<file path="src/rtl/tick_period_monitor.sv">
// tick_period_monitor: measures spacing between upstream ticks, locks on a run of good intervals, flags early/missing ticks with a sticky fault.
module tick_period_monitor #(
  parameter int EXP_PERIOD = 20001,
  parameter int TOL        = 2,
  parameter int LOCK_CNT   = 4,
  parameter int CBITS      = 16,
  parameter int TBITS      = 8
) (
  input  logic             clk,
  input  logic             rst,
  input  logic             tick,
  input  logic             clr,
  output logic             locked,
  output logic             fault,
  output logic             early,
  output logic             miss,
  output logic [CBITS-1:0] period,
  output logic [TBITS-1:0] tick_cnt
);
  typedef enum logic [1:0] {IDLE, ACQ, LOCK, FAULT} state_t;
  localparam int GBITS = $clog2(LOCK_CNT + 1);
  localparam logic [CBITS-1:0] LO = CBITS'(EXP_PERIOD - TOL);
  localparam logic [CBITS-1:0] HI = CBITS'(EXP_PERIOD + TOL);
  state_t           state_q, state_d;
  logic [CBITS-1:0] ic_q, ic_d, period_q, period_d;
  logic [GBITS-1:0] good_q, good_d;
  logic [TBITS-1:0] tick_cnt_q, tick_cnt_d;
  logic             locked_q, fault_q, early_q, early_d, miss_q, miss_d;
  logic             active, is_good, is_early, is_miss;
  always_comb begin
    active     = state_q == ACQ || state_q == LOCK;
    is_good    = tick && ic_q >= LO && ic_q <= HI;
    is_early   = tick && ic_q < LO;
    is_miss    = !tick && ic_q == HI;
    state_d    = state_q;
    good_d     = good_q;
    tick_cnt_d = tick_cnt_q;
    early_d    = 1'b0;
    miss_d     = 1'b0;
    ic_d       = !active ? '0 : tick ? CBITS'(1) : (&ic_q) ? ic_q : ic_q + CBITS'(1);
    period_d   = active && tick ? ic_q : period_q;
    unique case (state_q)
      IDLE: begin
        if (tick) begin
          state_d = ACQ;
          ic_d    = CBITS'(1);
          good_d  = '0;
        end
      end
      ACQ: begin
        if (is_good) begin
          good_d = good_q + GBITS'(1);
          if (good_q + GBITS'(1) == GBITS'(LOCK_CNT)) begin
            state_d    = LOCK;
            tick_cnt_d = '0;
          end
        end else if (is_early) begin
          early_d = 1'b1;
          good_d  = '0;
        end else if (is_miss) begin
          miss_d  = 1'b1;
          state_d = IDLE;
          good_d  = '0;
          ic_d    = '0;
        end
      end
      LOCK: begin
        if (is_good) begin
          tick_cnt_d = tick_cnt_q + TBITS'(1);
        end else if (is_early || is_miss) begin
          early_d = is_early;
          miss_d  = is_miss;
          state_d = FAULT;
          ic_d    = '0;
        end
      end
      FAULT: begin
        if (clr) begin
          state_d = IDLE;
          good_d  = '0;
        end
      end
    endcase
  end
  always_ff @(posedge clk) begin
    if (rst) begin
      state_q    <= IDLE;
      ic_q       <= '0;
      good_q     <= '0;
      period_q   <= '0;
      tick_cnt_q <= '0;
      locked_q   <= 1'b0;
      fault_q    <= 1'b0;
      early_q    <= 1'b0;
      miss_q     <= 1'b0;
    end else begin
      state_q    <= state_d;
      ic_q       <= ic_d;
      good_q     <= good_d;
      period_q   <= period_d;
      tick_cnt_q <= tick_cnt_d;
      locked_q   <= state_d == LOCK;
      fault_q    <= state_d == FAULT;
      early_q    <= early_d;
      miss_q     <= miss_d;
    end
  end
  assign locked   = locked_q;
  assign fault    = fault_q;
  assign early    = early_q;
  assign miss     = miss_q;
  assign period   = period_q;
  assign tick_cnt = tick_cnt_q;
endmodule

</file>
<file path="config.mk">
export PLATFORM = sky130hd
export DESIGN_NAME = tick_period_monitor
export DESIGN_NICKNAME = d
export VERILOG_FILES = /design/src/rtl/tick_period_monitor.sv
export SDC_FILE = /design/constraint.sdc
export NUM_CORES = 1
export LEC_CHECK = 0
export BUFFER_PORTS_ARGS = -buffer_cell sky130_fd_sc_hd__buf_2
export CORE_MARGIN = 2
export CORE_UTILIZATION = 45
export CTS_BUF_LIST = sky130_fd_sc_hd__clkbuf_8
export DETAILED_ROUTE_END_ITERATION = 7
export PLACE_DENSITY = 0.74
export SLEW_MARGIN = 5
export SYNTH_ARGS = -nofsm -noshare
export SYNTH_HDL_FRONTEND = slang
export SYNTH_SLANG_ARGS = --single-unit
export TNS_END_PERCENT = 1
</file>
<file path="constraint.sdc">
create_clock -name clk -period 2.7 [get_ports clk]
set_input_delay 0.135 -clock clk [delete_from_list [all_inputs] [get_ports clk]]
set_output_delay 0.135 -clock clk [all_outputs]
set_load 0.005 [all_outputs]
</file>
==> flow_metrics.env <==
export IMPL_p_seq_share_pct=44.8
export IMPL_r2r_end="tick_cnt[3]$_SDFFE_PP0P_"
export IMPL_slowest_delay_ps=560
export IMPL_worst_pin_slew_ps=581.9
export IMPL_h_tree_depth=2
export IMPL_synth_top_area_share_pct=40.56
export IMPL_synth_edf_count=0
export IMPL_yosys_most_used_dff="dfxtp_1"
export IMPL_status="completed"
export IMPL_ys_ff_latch=49
export IMPL_n_antenna_cell=0
export IMPL_placed_area_sq_mm=0.002631
export IMPL_grt_max_degree=30
export IMPL_drtIter0Drc=153
export IMPL_r2r_start="ic_q[15]$_SDFF_PP0_"
export IMPL_critPathArrivalTime_ps=2820
export IMPL_ys_seq_area_share_pct=40.56
export IMPL_power_mw=1.796
export IMPL_hpwl_um=3654
export IMPL_synth_most_common_cell="nand2_1"
export IMPL_fin_crit_sh_pct=95.47
export IMPL_fp_dieArea_sq_mm=0.005977
export IMPL_worstHoldEndpoint="ic_q[0]$_SDFF_PP0_"
export IMPL_cp_start_kind="flop"
export IMPL_drcViolationCount=0
export IMPL_r2r_slack_ps=120
export IMPL_area_delta_synth_final_pct=12.47
export IMPL_finalHoldViolCount=0
export IMPL_power_switching_mw=0.6506
export IMPL_pwr_share_clk_pct=24.1
export IMPL_cts_sinks=49
export IMPL_hp_start="tick"
export IMPL_maxSlewHeadroom_pct=61.20
export IMPL_p_int_mw=1.146
export IMPL_pwr_share_comb_pct=31.1
export IMPL_synth_warnings=0
export IMPL_fp_dieW_um=77.31
export IMPL_crit_type="reg2reg"
export IMPL_rr_worst_depth=7
export IMPL_worst_hold_slack_ps=218.3
export IMPL_drt_first_pass_iters=4
export IMPL_clockBufferDepth=2
export IMPL_clock_fmax_mhz=387.9
export IMPL_p_sw_share_pct=36.22
export IMPL_grt_pass1_wl_um=9032
export IMPL_row_count=26
export IMPL_maxSlewViolCount=0
export IMPL_whs_path_depth=3
export IMPL_wl_per_cell_um=13.21
export IMPL_die_h_um=77.31
export IMPL_max_cap_violations=0
export IMPL_powerDensity_mw_per_mm2=660.4
export IMPL_cts_buffers=5
export IMPL_crit_fanout=8
export IMPL_ys_async_sr_fraction_pct=0
export IMPL_grt_pass1_vias=1965
export IMPL_path_cells="or4_4, nor3_2, nand3_2, a211oi_2, nand3_1, or3_1, a21oi_1"
export IMPL_final_nets=339
export IMPL_overflow=0
export IMPL_initial_utilization_pct=47.05
export IMPL_hold_path_class="in2reg"
export IMPL_grt_antenna_before_repair=0
export IMPL_postRouteAntennaNets=0
export IMPL_endpoint_kind="flop"
export IMPL_setup_viol=0
export IMPL_avgSynthCellArea_sq_um=8.143
export IMPL_synthCells=297
export IMPL_drive_above_1_share_pct=16.87
export IMPL_finalClockSkew_ps=4.998
export IMPL_synth_area_sq_mm=0.002419
export IMPL_finalInstanceArea_sq_mm=0.002720
export IMPL_grt_total_usage_pct=18.47
export IMPL_synthTopCellsByArea="dfxtp_1 (41%), nand2_1 (7.8%), a21oi_1 (5.2%)"
export IMPL_ir_drop_uv=400.1
export IMPL_p_leak_nw=1.075
export IMPL_fp_coreArea_sq_mm=0.005140
export IMPL_slowest_stage="or4_4"
export IMPL_synth_fp_nets=311
export IMPL_cts_root_buf="clkbuf_8"
export IMPL_synth_common_cells="nand2_1 (50), dfxtp_1 (49), nor2_1 (27), a21oi_1 (25), nand3_1 (14)"
export IMPL_clk_latency_ps=310
export IMPL_cts_clk_slew_worst_paths_ps=90
export IMPL_place_congestion=0.8270
export IMPL_io_pins=32
export IMPL_synth_top_cell_by_area="dfxtp_1"
export IMPL_min_period_ps=2578
export IMPL_required_ps=2940
export IMPL_vias=2122
export IMPL_drt_total_wl_um=5233
export IMPL_cts_tree="yes"
export IMPL_vias_per_cell=5.359
export IMPL_rsz0062_at_grt="true"
export IMPL_ys_types=44
export IMPL_io_buffers=31
==> stage by stage <==
stage / setup TNS, ps / cells / utilization [%] / setup WS, ps
final: 0 / 396 / 52.92 / 122.2
after global routing: -15.94 / 396 / 52.92 / -15.94
after detailed placement: 0 / 388 / 51.19 / 169.2
after global placement: 0 / 388 / 51.19 / 215.9
after floorplan: 0 / 297 / - / 276.4
after CTS: 0 / 396 / 52.87 / 143.2
==> cells in the final DEF (no fill, tap or decap), drive strengths merged, types with 2 or more instances in the layout <==
cell,count
nand2,50
o21a,3
a211oi,4
or2,2
nand3b,4
and2,5
mux2i,5
ha,10
o21ai,10
and4,2
nor3,7
clkbuf,5
inv,7
buf,35
a21oi,26
clkinv,2
xor2,11
a211o,3
nand3,15
nor2b,8
or3,2
nor2,27
dfxtp,49
nand4,7
o221a,2
and3,11
==> layer usage <==
layer  wire (um)  up-vias  global-route usage (%)  part of all wire [%]
met5           0        -                       0                     0
met4         106        0                   8.214                   2.0
met3         264       10                   3.294                   5.0
met2        2245       56                   28.17                    43
met1        2617      971                   25.44                    50
li1            -     1085                       -                     -
==> registers in the layout, summed over array words and instances (netlist names) <==
signal / count
state_q: 2
period: 16
early: 1
locked: 1
ic_q: 16
good_q: 3
miss: 1
fault: 1
tick_cnt: 8
==> layout make-up <==
class | instances | area (sq um)
Timing Repair Buffer | 35 | 185.2
Clock buffer | 5 | 68.82
Tap cell | 70 | 87.58
Sequential cell | 49 | 980.9
Clock inverter | 3 | 17.52
Fill cell | 520 | 2420
Inverter | 7 | 26.28
Multi-Input combinational cell | 227 | 1354
==> kinds of logic after synthesis <==
kind of cell    Yosys count  synth area share [%]
simple gates            146                 30.06
compound gates           55                 14.59
flops                    49                 40.56
buf+inv                  21                 3.570
xor+xnor                 11                 3.983
fa+ha+maj                10                 5.173
mux                       5                 2.069
==> worst max-delay path: cells and delay by family (launching register included) <==
family / cells / cell delay (ps)
simple gates: 5 / 1540
compound gates: 2 / 590
flops: 1 / 400
==> power by group through the flow <==
stage	clock network [mW]	logic, mW	registers [mW]
6_report	0.434	0.559	0.804
5_1_grt	0.473	0.636	0.814
4_1_cts	0.444	0.559	0.803
3_5_place_dp	0	0.555	0.819
3_3_place_gp	0	0.542	0.816
2_1_floorplan	0	0.423	0.813
==> worst max path at each step <==
stage                                   start                  endpoint  slack, ps
after global placement    ic_q[15]$_SDFF_PP0_  tick_cnt[3]$_SDFFE_PP0P_        220
after global routing      ic_q[15]$_SDFF_PP0_  tick_cnt[3]$_SDFFE_PP0P_        -20
after floorplan           ic_q[15]$_SDFF_PP0_    good_q[0]$_SDFFE_PP0P_        280
final                     ic_q[15]$_SDFF_PP0_  tick_cnt[3]$_SDFFE_PP0P_        120
after CTS                  ic_q[0]$_SDFF_PP0_  tick_cnt[3]$_SDFFE_PP0P_        140
after detailed placement  ic_q[15]$_SDFF_PP0_  tick_cnt[3]$_SDFFE_PP0P_        170
==> timing repair <==
item / in CTS / in global routing
hold buffers: 0 / 0
gates resized for setup: 0 / 1
buffers inserted: 0 / 0
setup endpoints to repair: 0 / 1
Power figures use the tool's default switching activity.
